**src/rtl/vector_result_writer_pkg.sv**
```systemverilog
// Shared construction constants for the vector write-back stages: widths, VL limits, FSM encoding.
// Used by vector_result_writer and its sub-modules.
package vector_result_writer_pkg;

   localparam int unsigned WordW = 64;
   localparam int unsigned VlW   = 7;
   localparam int unsigned MaxVl = 64;
   localparam int unsigned SelW  = 3;
   localparam int unsigned AddrW = 6;
   localparam int unsigned DlyW  = 4;

   typedef enum logic [1:0] {
      StIdle  = 2'd0,
      StDelay = 2'd1,
      StWrite = 2'd2
   } vwb_state_e;

   // A VL of 0 means a full register; anything longer than a register is clamped.
   function automatic logic [VlW-1:0] eff_len(input logic [VlW-1:0] vl);
      if (vl == '0 || vl > VlW'(MaxVl)) begin
         return VlW'(MaxVl);
      end
      return vl;
   endfunction

endpackage

```
**src/rtl/vector_result_writer_if.sv**
```systemverilog
// Start/result inputs and vector-register write port of the result writer.
// master = issue logic / FU side, slave = the write-back stage.
interface vector_result_writer_if
   import vector_result_writer_pkg::*;
#(
   parameter int unsigned DW = WordW
);

   logic             i_start;
   logic [SelW-1:0]  i_i;
   logic [VlW-1:0]   i_vl;
   logic [DW-1:0]    i_result;
   logic             o_vwr_en;
   logic [SelW-1:0]  o_vwr_sel;
   logic [AddrW-1:0] o_vwr_addr;
   logic [DW-1:0]    o_vwr_data;
   logic             o_busy;
   logic [VlW-1:0]   o_elem_done;
   logic             o_overrun;

   modport master (
      output i_start, i_i, i_vl, i_result,
      input  o_vwr_en, o_vwr_sel, o_vwr_addr, o_vwr_data, o_busy, o_elem_done, o_overrun
   );

   modport slave (
      input  i_start, i_i, i_vl, i_result,
      output o_vwr_en, o_vwr_sel, o_vwr_addr, o_vwr_data, o_busy, o_elem_done, o_overrun
   );

endinterface

```
**src/rtl/vector_result_writer_delay_counter.sv**
```systemverilog
// vwb_delay_counter: loadable down-counter that flags the clock on which it reaches zero.
// Shared by FU write-back stages with differing functional delays.
module vwb_delay_counter #(
   parameter int unsigned Width = 4
) (
   input  logic             clk_i,
   input  logic             rst_ni,
   input  logic             load_i,
   input  logic [Width-1:0] load_val_i,
   input  logic             dec_i,
   output logic             zero_o
);

   logic [Width-1:0] count_q, count_d;

   always_comb begin
      count_d = count_q;
      if (load_i) begin
         count_d = load_val_i;
      end else if (dec_i && count_q != '0) begin
         count_d = count_q - Width'(1);
      end
   end

   always_ff @(posedge clk_i or negedge rst_ni) begin
      if (!rst_ni) begin
         count_q <= '0;
      end else begin
         count_q <= count_d;
      end
   end

   // High on the decrement that lands on zero, so the owner can change state on that same edge.
   assign zero_o = dec_i && !load_i && (count_q == Width'(1));

endmodule

```
**src/rtl/vector_result_writer.sv**
```systemverilog
// Vector FU write-back: waits FU_DELAY clocks after start, then writes L elements into Vi.
// Define CRAY_VWB_CHAIN_EN to publish the element count per write (chaining); otherwise at the end.
module vector_result_writer
   import vector_result_writer_pkg::*;
#(
   parameter int unsigned FU_DELAY = 2,
   parameter int unsigned DW       = WordW
) (
   input logic                   clk,
   input logic                   rst,
   vector_result_writer_if.slave bus
);

   localparam logic [DlyW-1:0] DlyLoad = DlyW'(FU_DELAY - 1);

   vwb_state_e       state_q;
   logic             busy_q;
   logic             overrun_q;
   logic [SelW-1:0]  sel_q;
   logic [VlW-1:0]   len_q;
   logic [VlW-1:0]   elem_q;
   logic             vwr_en_q;
   logic [SelW-1:0]  vwr_sel_q;
   logic [AddrW-1:0] vwr_addr_q;
   logic [DW-1:0]    vwr_data_q;
   logic [VlW-1:0]   elem_done_q;

   logic accept;
   logic dly_dec;
   logic dly_zero;

   // busy_q also covers the cycle the last write is on the port, so a start there is refused.
   assign accept  = bus.i_start && !busy_q;
   assign dly_dec = (state_q == StDelay);

   vwb_delay_counter #(
      .Width (DlyW)
   ) u_delay_counter (
      .clk_i      (clk),
      .rst_ni     (rst),
      .load_i     (accept),
      .load_val_i (DlyLoad),
      .dec_i      (dly_dec),
      .zero_o     (dly_zero)
   );

   always_ff @(posedge clk or negedge rst) begin
      if (!rst) begin
         state_q     <= StIdle;
         busy_q      <= 1'b0;
         overrun_q   <= 1'b0;
         sel_q       <= '0;
         len_q       <= '0;
         elem_q      <= '0;
         vwr_en_q    <= 1'b0;
         vwr_sel_q   <= '0;
         vwr_addr_q  <= '0;
         vwr_data_q  <= '0;
         elem_done_q <= '0;
      end else begin
         overrun_q <= bus.i_start && busy_q;
         vwr_en_q  <= 1'b0;
         unique case (state_q)
            StIdle: begin
               if (accept) begin
                  sel_q       <= bus.i_i;
                  len_q       <= eff_len(bus.i_vl);
                  elem_q      <= '0;
                  elem_done_q <= '0;
                  busy_q      <= 1'b1;
                  state_q     <= (FU_DELAY == 1) ? StWrite : StDelay;
               end else begin
                  busy_q <= 1'b0;
`ifndef CRAY_VWB_CHAIN_EN
                  if (vwr_en_q) begin
                     elem_done_q <= len_q;
                  end
`endif
               end
            end
            StDelay: begin
               if (dly_zero) begin
                  state_q <= StWrite;
               end
            end
            StWrite: begin
               vwr_en_q   <= 1'b1;
               vwr_sel_q  <= sel_q;
               vwr_addr_q <= elem_q[AddrW-1:0];
               vwr_data_q <= bus.i_result;
               elem_q     <= elem_q + VlW'(1);
`ifdef CRAY_VWB_CHAIN_EN
               elem_done_q <= elem_q + VlW'(1);
`endif
               if (elem_q == len_q - VlW'(1)) begin
                  state_q <= StIdle;
               end
            end
            default: begin
               state_q <= StIdle;
            end
         endcase
      end
   end

   assign bus.o_vwr_en    = vwr_en_q;
   assign bus.o_vwr_sel   = vwr_sel_q;
   assign bus.o_vwr_addr  = vwr_addr_q;
   assign bus.o_vwr_data  = vwr_data_q;
   assign bus.o_busy      = busy_q | bus.i_start;
   assign bus.o_elem_done = elem_done_q;
   assign bus.o_overrun   = overrun_q;

endmodule

```
**src/flat_wrapper.sv**
```systemverilog
// flat-port wrapper written by rule: the top's interface ports become plain ports
module vector_result_writer_flat import vector_result_writer_pkg::*;
#(
   parameter int unsigned FU_DELAY = 2,
   parameter int unsigned DW       = WordW
)
  (clk, rst, bus_i_start, bus_i_i, bus_i_vl, bus_i_result, bus_o_vwr_en, bus_o_vwr_sel, bus_o_vwr_addr, bus_o_vwr_data, bus_o_busy, bus_o_elem_done, bus_o_overrun);
  vector_result_writer_if #(.DW(DW)) bus_i ();
  input logic clk;
  input logic rst;
  input wire logic [$bits(bus_i.i_start)-1:0] bus_i_start;
  input wire logic [$bits(bus_i.i_i)-1:0] bus_i_i;
  input wire logic [$bits(bus_i.i_vl)-1:0] bus_i_vl;
  input wire logic [$bits(bus_i.i_result)-1:0] bus_i_result;
  output wire logic [$bits(bus_i.o_vwr_en)-1:0] bus_o_vwr_en;
  output wire logic [$bits(bus_i.o_vwr_sel)-1:0] bus_o_vwr_sel;
  output wire logic [$bits(bus_i.o_vwr_addr)-1:0] bus_o_vwr_addr;
  output wire logic [$bits(bus_i.o_vwr_data)-1:0] bus_o_vwr_data;
  output wire logic [$bits(bus_i.o_busy)-1:0] bus_o_busy;
  output wire logic [$bits(bus_i.o_elem_done)-1:0] bus_o_elem_done;
  output wire logic [$bits(bus_i.o_overrun)-1:0] bus_o_overrun;
  assign bus_i.i_start = bus_i_start;
  assign bus_i.i_i = bus_i_i;
  assign bus_i.i_vl = bus_i_vl;
  assign bus_i.i_result = bus_i_result;
  assign bus_o_vwr_en = bus_i.o_vwr_en;
  assign bus_o_vwr_sel = bus_i.o_vwr_sel;
  assign bus_o_vwr_addr = bus_i.o_vwr_addr;
  assign bus_o_vwr_data = bus_i.o_vwr_data;
  assign bus_o_busy = bus_i.o_busy;
  assign bus_o_elem_done = bus_i.o_elem_done;
  assign bus_o_overrun = bus_i.o_overrun;
  vector_result_writer #(.FU_DELAY(FU_DELAY), .DW(DW)) u_core (.clk(clk), .rst(rst), .bus(bus_i));
endmodule
```
**config.mk**
```make
export PLATFORM = sky130hd
export DESIGN_NAME = vector_result_writer_flat
export DESIGN_NICKNAME = d
export VERILOG_FILES = /design/src/rtl/vector_result_writer_pkg.sv /design/src/rtl/vector_result_writer_if.sv /design/src/rtl/vector_result_writer_delay_counter.sv /design/src/rtl/vector_result_writer.sv /design/src/flat_wrapper.sv
export SDC_FILE = /design/constraint.sdc
export NUM_CORES = 1
export LEC_CHECK = 0
export BUFFER_PORTS_ARGS = -buffer_cell sky130_fd_sc_hd__buf_4
export CAP_MARGIN = 20
export CORE_AREA = 2 2 102 104
export DETAILED_ROUTE_END_ITERATION = 8
export DIE_AREA = 0 0 104 106
export PLACE_DENSITY = 0.73
export SYNTH_ARGS = -nofsm -noshare
export SYNTH_HDL_FRONTEND = slang
export SYNTH_SLANG_ARGS = --single-unit
```
**constraint.sdc**
```tcl
create_clock -name clk -period 2.2 [get_ports clk]
set_clock_uncertainty 0.05 [all_clocks]
set_input_delay 0.33 -clock clk [delete_from_list [all_inputs] [get_ports clk]]
set_output_delay 0.33 -clock clk [all_outputs]
set_load 0.01 [all_outputs]
```
# After elaboration in Yosys (flattened, before gate mapping)
# Cells that the tools add are included.
totals:
  register_bits: 106
  latchBits: 0
  ramBits: 0
  mem_bits_ro: 0
  input_bits: 77
  out_inout_bits: 83
  word_cells: 59
  mem_count: 0
classes:
  addsub: 3
  mul: 0
  div_mod_pow: 0
  n_lt_le_gt_ge: 1
  n_eq_ne: 7
  n_shift: 0
  n_mux: 17
  n_bitwise: 1
  reduce_logical: 18
ops:
  columns: ["op", "n"]
  rows:
  - ["$mux W7", 5]
  - ["$pmux W7 S2", 1]
  - ["$mux W4", 2]
  - ["$add A7 B1 Y7 const B", 1]
  - ["$eq A7 B7 Y1", 1]
  - ["$gt A7 B7 Y1 const B", 1]
  - ["$logic_not A7 Y1", 1]
  - ["$sub A7 B1 Y7 const B", 1]
  - ["$mux W2", 3]
  - ["$pmux W2 S3", 1]
  - ["$reduce_and A2 Y1", 3]
  - ["$reduce_bool A2 Y1", 3]
  - ["$logic_and A1 B1 Y1", 5]
  - ["$mux W1", 5]
  - ["$eq A4 B1 Y1 const B", 1]
  - ["$ne A2 B1 Y1 const B", 2]
  - ["$reduce_bool A4 Y1", 1]
  - ["$sub A4 B1 Y4 const B", 1]
  - ["$reduce_and A3 Y1", 1]
  - ["$eq A2 B1 Y1 const B", 1]
  - ["$eq A2 B2 Y1 const B", 1]
  - ["$logic_not A1 Y1", 2]
  - ["$logic_not A2 Y1", 1]
  - ["$ne A2 B2 Y1 const B", 1]
  - ["2 further kinds", 2]

# Depth between registers and ports, before layout
# Gate-level depths: netlist (run 1).
depth:
  depth_word: 7
  depth_mapped: 8
  mapped_depth_nobuf: 7

# By module
# Synthesis (run 1) repeated with hierarchy kept, for this count alone.
unflattened:
  hier_cells: 480
  area_unflattened_um2: 4431.8
by_module_without_submodules:
  columns: ["mod", "n_inst", "cells_per_inst", "area_each_um2", "seq_area_each_um2"]
  rows:
  - ["vector_result_writer", 1, 448, 4146.5, 2552.4]
  - ["vwb_delay_counter", 1, 32, 285.3, 100.1]

# Worst setup path before layout (run 1)
# No wires, ideal clock.
synth_path:
  path_type: "register -> register"
  startpoint: "register u_core.len_q[0]"
  endpoint: "register u_core.state_q[1]"
  setup_time_ns: 0.140
  arrival_ns: 1.394
  t_required_ns: 2.010
  setup_slack_ns: 0.616
  stages_incl_launch_ff: 9
  path_buffers: 1
  synth_period_minus_slack_ns: 1.584
  cell_sequence: "dfrtp_1 -> inv_1 -> ha_1 -> buf_2 -> nand2_1 -> o31ai_1 -> nand4_1 -> o21ai_0 -> o311ai_2"
synth_between:
  elab_chain_len: 4
synth_rtl:
  columns: ["item", "line", "source"]
  rows:
  - ["start: declaration", "vector_result_writer.sv:20", "logic [VlW-1:0] len_q;"]
  - ["start signal: assignment", "vector_result_writer.sv:67", "len_q <= eff_len(bus.i_vl);"]
  - ["$sub A7 B1 Y7", "vector_result_writer.sv:95", "if (elem_q == len_q - VlW'(1)) begin"]
  - ["$eq A7 B7 Y1", "vector_result_writer.sv:95", null]
  - ["$ne A2 B1 Y1 (no source line)", null, null]
  - ["$reduce_and A3 Y1 (no source line)", null, null]
  - ["end signal: assignment", "vector_result_writer.sv:83", "state_q <= StWrite;"]
  - ["end signal: assignment", "vector_result_writer.sv:96", "state_q <= StIdle;"]
  - ["end signal: assignment", "vector_result_writer.sv:100", "state_q <= StIdle;"]
  - ["end: declaration", "vector_result_writer.sv:16", "vwb_state_e state_q;"]
# No other way between the ends.
# A chain may end at the register's enable or synchronous reset.

# Final worst setup path (run 1)
# Same ends and word-level chain as after synthesis.

==> impl_results.md, run 1 <==
- Outcome: finished clean
- Worst EP arrival: 1.94 ns
- Max-slew headroom: 64.7%
- Post-synthesis compound-gate area fraction: 5.27%
- Crit. End Element: flip-flop
- Simple-Gate Fraction of Synth Area: 26.3%
- Fin. max-slew vios: 0
- Syn_nets: 557
- Vias per std cell: 4.78
- CTS tree: built
- PwrDens: 1290 nW/um^2
- Maximum vdd drop: 0.702 mV
- Pre-CTS setup slack: 0.471 ns
- Post-Synth Adder-Cell Area: 1.42%
- Worst Hold Depth: 3
- Vias in the first global route: 3632
- TritonCTS Buffers: 9
- Die area: 11000 sq um
- Post-route DRC: 0
- Remaining antenna violation count: 0
- Leak Pwr: 3.14 nW
- FFs w/ async S/R, synth: 100%
- Fin crit share: 79.9%
- Largest net degree at the start of global routing: 80
- Register area: 2650 sq um
- Hold endpoint: u_core.bus.o_vwr_data[10]
- Initial antenna violation count: 0
- Ys Warns: 0
- Root Buffer: clkbuf_8
- Worst skew pair latency: 0.36 ns
- FF-to-FF Start: u_core.len_q[0]
- Post-DP HPWL: 7450 um
- Ports: 160
- Vias: 3675
- Buf/Inv on CP: 1
- Global-route wire length before repair: 17500 um
- Met2 GRT Util: 32.5%
- Fin worst setup slack: 0.442 ns
- Least-Margin Pin Slew: 0.525 ns
- Dpl cells: 752
- Most used routing layer: met2
- GR Overflow Total: 0
- Filler Cell Count: 904
- RSZ-0062 raised after global routing: no
- Top FF cell, synth: dfrtp_1
- Syn Inst Count: 475
- Startpoint types: flip-flop
- Critical setup path kind: flip-flop to flip-flop
- Int Power: 0.00484 W
- Die Height: 106 um
- Core Rows: 37
- Total Routing Usage GR: 19.4%
- Data required, critical path: 2.39 ns
- Max Freq: 569 MHz
- Largest family of logic cells by synthesized area: simple AND/OR/NAND/NOR gates
- Post-Route WL: 10500 um
- Post-synth EDFFs: 0
- Setup violators final: 0
- Chip width: 104 um
- Layout net count: 710
- Synthesized flop and latch total: 106
- Wirelength per Cell: 13.6 um
- Fin util: 59.4%
- Mapped Area: 4400 sq um
- Setup TNS Final: 0 ns
- R2r worst-path depth: 7
- Hold Startpoint: bus_i_result[10]
- Flop2flop setup slack: 0.44 ns
- Crit path max fanout: 7
- Max incr delay on CP: 0.46 ns
- Syn_area_per_cell: 9.25 sq um
- CP Cell Sequence: inv_1 > ha_1 > and3_1 > a2bb2oi_1 > nor2_1 > o21ai_0 > o311ai_2
- Synth Area in XOR/XNOR: 2.56%
- Share of cells above drive strength 1: 29.9%
- Area occupied by multi-input gates: 1610 sq um
- Top Family by Delay on Critical Path: compound AO/OA/AOI/OAI gates
- Flop pwr share: 44.9%
- Area Growth Syn to Fin: 35.2%
- Clk pwr share: 15.9%
- Initial drt markers: 188
- Slowest-stage cell, CP: dfrtp_1
- GR Layer Usage met1: 25.2%
- TritonCTS sink count: 106
- Sequential share of the synthesized area: 60.3%
- Final hold vios: 0
- Met3 Use GR: 4.60%
- Max-Cap Viols: 0
- CTS H-tree depth: 3
- Pre-antenna DRT Iters: 4
- Clock transition at path regs: 0.10 ns
- Crit path time final: 1.76 ns
- Port-buffer cells: 159
- Switching share of power: 36.8%
- Unique masters post-synth: 39
- Combinational power share: 39.3%
- Final Wtd Congestion: 0.819
- CTS Buffer Depth: 2
- Min-delay worst type: input pin to flip-flop
- Mux cell area share after synthesis: 0.996%
- Initial cell density of the core: 44.0%
- ANT cells: 0
- NetSw: 0.00281 W
- Non-Filler Instances: 769
- FF-to-FF End: u_core.state_q[1]
- Core box area: 10000 sq um
## layout by cell type, fill, tap and decap left out, types with 5 or more instances in the layout
| master | instances |
|---|---|
| a22o_1 | 7 |
| and3_1 | 5 |
| buf_4 | 160 |
| clkbuf_8 | 9 |
| dfrtp_1 | 106 |
| ha_1 | 5 |
| nand2_1 | 240 |
| nand2b_1 | 8 |
| nor2_1 | 11 |
| o21ai_1 | 16 |
| xnor2_1 | 5 |
| xor2_1 | 6 |
## how the worst max path moves through the flow
| stage | start | to | slack (ns) | cells past startpoint |
|---|---|---|---|---|
| finish | u_core.len_q[0] | u_core.state_q[1] | 0.44 | 7 |
| global route | u_core.len_q[0] | u_core.state_q[1] | 0.32 | 7 |
| CTS | u_core.len_q[0] | u_core.state_q[1] | 0.45 | 7 |
| detailed placement | u_core.len_q[0] | u_core.state_q[1] | 0.47 | 7 |
| global placement | u_core.len_q[0] | u_core.state_q[1] | 0.54 | 7 |
| floorplan | u_core.len_q[0] | u_core.state_q[1] | 0.62 | 8 |
## cells in the mapped netlist, types with 2 or more instances
cell,instances,area (sq um)
xor2_1,6,52.6
a22o_1,7,61.3
xnor2_1,5,43.8
nand2_1,240,901
o21ai_0,4,20.0
a21oi_1,3,15.0
nand3b_1,2,15.0
nand4_1,3,18.8
buf_4,4,30.0
mux2_1,2,22.5
buf_2,12,60.1
dfrtp_1,106,2650
o21ai_1,16,80.1
nand3_1,3,15.0
and3_1,5,31.3
nor2_1,11,41.3
nor3_1,2,10.0
ha_1,5,62.6
clkbuf_1,7,26.3
and2_1,2,12.5
inv_1,4,15.0
nand2b_1,9,56.3
## layout make-up
cell class | count | share of cell area (%)
clock buffers | 9 | 2.09
clock inverters | 7 | 1.24
repair buffers | 165 | 21.7
flip-flops and latches | 106 | 44.7
well taps | 136 | 2.86
multi-input cells | 341 | 27.1
inverters | 5 | 0.358
## power by group through the flow
stage               clock network, W  registers [W]  logic, W
finish                       0.00121        0.00343   0.00301
floorplan                          0        0.00364   0.00120
CTS                          0.00126        0.00344   0.00305
global route                 0.00133        0.00355   0.00329
global placement                   0        0.00342   0.00296
detailed placement                 0        0.00346   0.00304
## kinds of logic (layout without fill, tap and decap cells)
logic type | count (synthesis) | after routing
AOI/OAI and AO/OA | 36 | 36
buffers and inverters | 28 | 186
DFF | 106 | 106
xor gates and xnor gates | 12 | 12
and+or+nand+nor | 284 | 284
muxes | 4 | 4
adders and majority gates | 5 | 5
## through the flow
stage	hold slack (ns)	total power, W	instance area [sq um]
after global placement	0.275	0.00639	5730
after CTS	0.0837	0.00774	5940
after detailed placement	0.277	0.00651	5730
after global routing	0.0919	0.00817	5940
after floorplan	-0.0156	0.00484	4400
final	0.101	0.00765	5940
## worst register-to-register path: stages, from the launching register on
cell and delay [ns]:
dfrtp_1 0.46, inv_1 0.09, ha_1 0.28, and3_1 0.21
a2bb2oi_1 0.18, nor2_1 0.05, o21ai_0 0.19, o311ai_2 0.12
## flip-flops by register name (all words and copies together), names as in the netlist
signal / cells
u_core.state_q: 2
u_core.bus.o_vwr_data: 64
u_core.bus.o_vwr_en: 1
u_core.bus.o_elem_done: 7
u_core.bus.o_vwr_addr: 6
u_core.elem_q: 7
u_core.len_q: 7
u_core.bus.o_vwr_sel: 3
u_core.sel_q: 3
u_core.busy_q: 1
u_core.u_delay_counter.count_q: 4
u_core.bus.o_overrun: 1
## metal layers
layer	up-vias	wire length, um
met5	-	0
met4	0	132
met3	14	601
met2	116	5140
met1	1746	4580
li1	1799	-
## what timing repair did
action	in CTS	in global routing
hold buffers	1	0
buffers inserted	0	0
endpoints found under the hold margin	33	0
resized for setup	0	0
Power figures use the tool's default switching activity.
==> run 2, diff against run 1 <==
clock period = 1.8 ns   (was 2.2 ns; I/O delays follow)
==> run 2 against run 1 <==
Net effect:
- routed wire length fell by 2.5%
- sequential power rose by 22%
- clock-buffer cell count rose by 4
- die area did not move
- critical endpoint unchanged
- largest power group unchanged
- highest routed layer unchanged
==> impl_results.md, run 2 (synthesized netlist as in run 1, its figures left out) <==
- Outcome: finished clean (unchanged)
- Non-Filler Instances: 773 (was 769)
- Global-route wire length before repair: 17400 um (was 17500 um)
- Top Family by Delay on Critical Path: compound AO/OA/AOI/OAI gates (unchanged)
- Data required, critical path: 1.96 ns (was 2.39 ns)
- Final hold vios: 0 (unchanged)
- Vias per std cell: 4.73 (was 4.78)
- Least-Margin Pin Slew: 0.520 ns (was 0.525 ns)
- Setup TNS Final: 0 ns (unchanged)
- CTS tree: built (unchanged)
- Vias: 3655 (was 3675)
- Post-DP HPWL: 7270 um (was 7450 um)
- Worst hold slack: 0.0430 ns (was 0.101 ns)
- Max Freq: 597 MHz (was 569 MHz)
- Flop pwr share: 44.8% (was 44.9%)
- Wirelength per Cell: 13.2 um (was 13.6 um)
- Commonest non-fill, non-tap cell in the layout: nand2_1 (unchanged)
- Initial drt markers: 177 (was 188)
- Area occupied by multi-input gates: 1630 sq um (was 1610 sq um)
- Most frequent cells in the layout: nand2_1, buf_4, dfrtp_1, o21ai_1 (was nand2_1, buf_4, dfrtp_1, o21ai_1, nor2_1)
- Number of flip-flops in the largest register: 64 (unchanged)
- Pre-CTS setup slack: -0.0153 ns (was 0.471 ns)
- TritonCTS Buffers: 9 (unchanged)
- Crit path time final: 1.68 ns (was 1.76 ns)
- Worst Hold Depth: 3 (unchanged)
- Crit. End Element: flip-flop (unchanged)
- Final Cell Area: 5980 sq um (was 5940 sq um)
- GR Overflow Total: 0 (unchanged)
- NetSw: 0.00341 W (was 0.00281 W)
- Worst skew pair latency: 0.36 ns (about the same)
- FF-to-FF Start: u_core.len_q[1] (was u_core.len_q[0])
- R2r worst-path depth: 7 (unchanged)
- Die area: 11000 sq um (unchanged)
- Clock transition at path regs: 0.10 ns (about the same)
- Buf/Inv on CP: 1 (unchanged)
- Filler Cell Count: 889 (was 904)
- CP Cell Sequence: inv_1 > ha_4 > nand2_1 > o31ai_2 > nand4_1 > o21ai_2 > o311ai_2 (was inv_1 > ha_1 > and3_1 > a2bb2oi_1 > nor2_1 > o21ai_0 > o311ai_2)
- Max-slew headroom: 65.1% (was 64.7%)
- Largest net degree at the start of global routing: 80 (unchanged)
- Fin. max-slew vios: 0 (unchanged)
- Core box area: 10000 sq um (unchanged)
- Total Routing Usage GR: 19.4% (about the same)
- Final Wtd Congestion: 0.834 (was 0.819)
- Area Growth Syn to Fin: 36.0% (was 35.2%)
- Setup violators final: 0 (unchanged)
- TritonCTS sink count: 106 (unchanged)
- Core Rows: 37 (unchanged)
- Hold Startpoint: bus_i_result[37] (was bus_i_result[10])
- Slowest-stage cell, CP: dfrtp_1 (unchanged)
- Die Height: 106 um (unchanged)
- Critical setup path kind: flip-flop to flip-flop (unchanged)
- Max incr delay on CP: 0.43 ns (was 0.46 ns)
- Root Buffer: clkbuf_8 (unchanged)
- CTS H-tree depth: 3 (unchanged)
- Vias in the first global route: 3615 (was 3632)
- Ports: 160 (unchanged)
- Switching share of power: 36.5% (was 36.8%)
- Post-Route WL: 10200 um (was 10500 um)
- Post-route DRC: 0 (unchanged)
- Leak Pwr: 3.15 nW (was 3.14 nW)
- Chip width: 104 um (unchanged)
- Startpoint types: flip-flop (unchanged)
- Combinational power share: 40.8% (was 39.3%)
- Initial cell density of the core: 44.0% (unchanged)
- Pre-antenna DRT Iters: 4 (unchanged)
- Worst EP arrival: 1.84 ns (was 1.94 ns)
- Fin worst setup slack: 0.124 ns (was 0.442 ns)
- Min-delay worst type: input pin to flip-flop (unchanged)
- Dpl cell area: 5760 sq um (was 5730 sq um)
- Clk pwr share: 14.4% (was 15.9%)
- Port-buffer cells: 159 (unchanged)
- Remaining antenna violation count: 0 (unchanged)
- Critical Path Stages: 7 (unchanged)
- Int Power: 0.00592 W (was 0.00484 W)
- PwrDens: 1560 nW/um^2 (was 1290 nW/um^2)
- Critical Path Source: u_core.len_q[1] (was u_core.len_q[0])
- Crit path max fanout: 7 (unchanged)
- Dpl cells: 755 (was 752)
- CTS Buffer Depth: 2 (unchanged)
- Maximum vdd drop: 0.669 mV (was 0.702 mV)
- Register area: 2650 sq um (unchanged)
- ANT cells: 0 (unchanged)
- Fin crit share: 93.1% (was 79.9%)
- Max-Cap Viols: 0 (unchanged)
- Share of cells above drive strength 1: 30.5% (was 29.9%)
- Layout net count: 714 (was 710)
- RSZ-0062 raised after global routing: no (unchanged)
- Initial antenna violation count: 0 (unchanged)
## run 2: tightest hold or removal path: stages
cell and delay, ns:
buf_4 0.07, nand2_1 0.04, nand2_1 0.04
## run 2: area by class of cell
cell class                 count  share of cell area, %
sequential                   106                   44.4
clock inverter                 3                  0.398
inverter                       5                  0.356
tap                          136                   2.85
timing repair buffer         169                   22.1
multi-input combinational    341                   27.3
clock buffer                  13                   2.66
## run 2: through the flow
| step | utilization (%) | total power (W) |
|---|---|---|
| after floorplan | - | 0.00592 |
| after global placement | 57.6 | 0.00781 |
| after detailed placement | 57.6 | 0.00794 |
| after CTS | 59.5 | 0.00936 |
| after global routing | 59.8 | 0.0100 |
| final | 59.8 | 0.00932 |
## run 2: path summary, 6_finish.rpt
check                                                  to  slack (ns)
worst min register to register    u_core.bus.o_vwr_sel[0]        0.43
worst max-delay path                    u_core.state_q[1]        0.12
max in group asynchronous       u_core.bus.o_vwr_data[28]        0.91
worst max register to register          u_core.state_q[1]        0.12
min in group asynchronous                u_core.elem_q[0]        0.27
worst min-delay path            u_core.bus.o_vwr_data[37]        0.04
## run 2: what timing repair did
item | 4_1_cts | 5_1_grt
setup buffers | 0 | 1
setup endpoints to repair | 1 | 1
hold endpoints to repair | 14 | 0
pin swaps | 0 | 2
gates resized for setup | 2 | 3
hold buffers | 1 | 0
## run 2: per-layer routing
metal  GRT usage, %  share of wire [%]  vias up
met2           33.6                 50      106
met3           4.97                5.8       16
met4           5.79                1.5        0
met5              0                  0        -
li1               -                  -     1812
met1           24.1                 43     1721
## run 2: power by group through the flow
stage | Combinational [W] | Clock (W) | Sequential, W
4_1_cts | 0.00377 | 0.00142 | 0.00417
6_report | 0.00380 | 0.00134 | 0.00418
3_3_place_gp | 0.00365 | 0 | 0.00416
2_1_floorplan | 0.00146 | 0 | 0.00445
3_5_place_dp | 0.00375 | 0 | 0.00420
5_1_grt | 0.00419 | 0.00150 | 0.00433
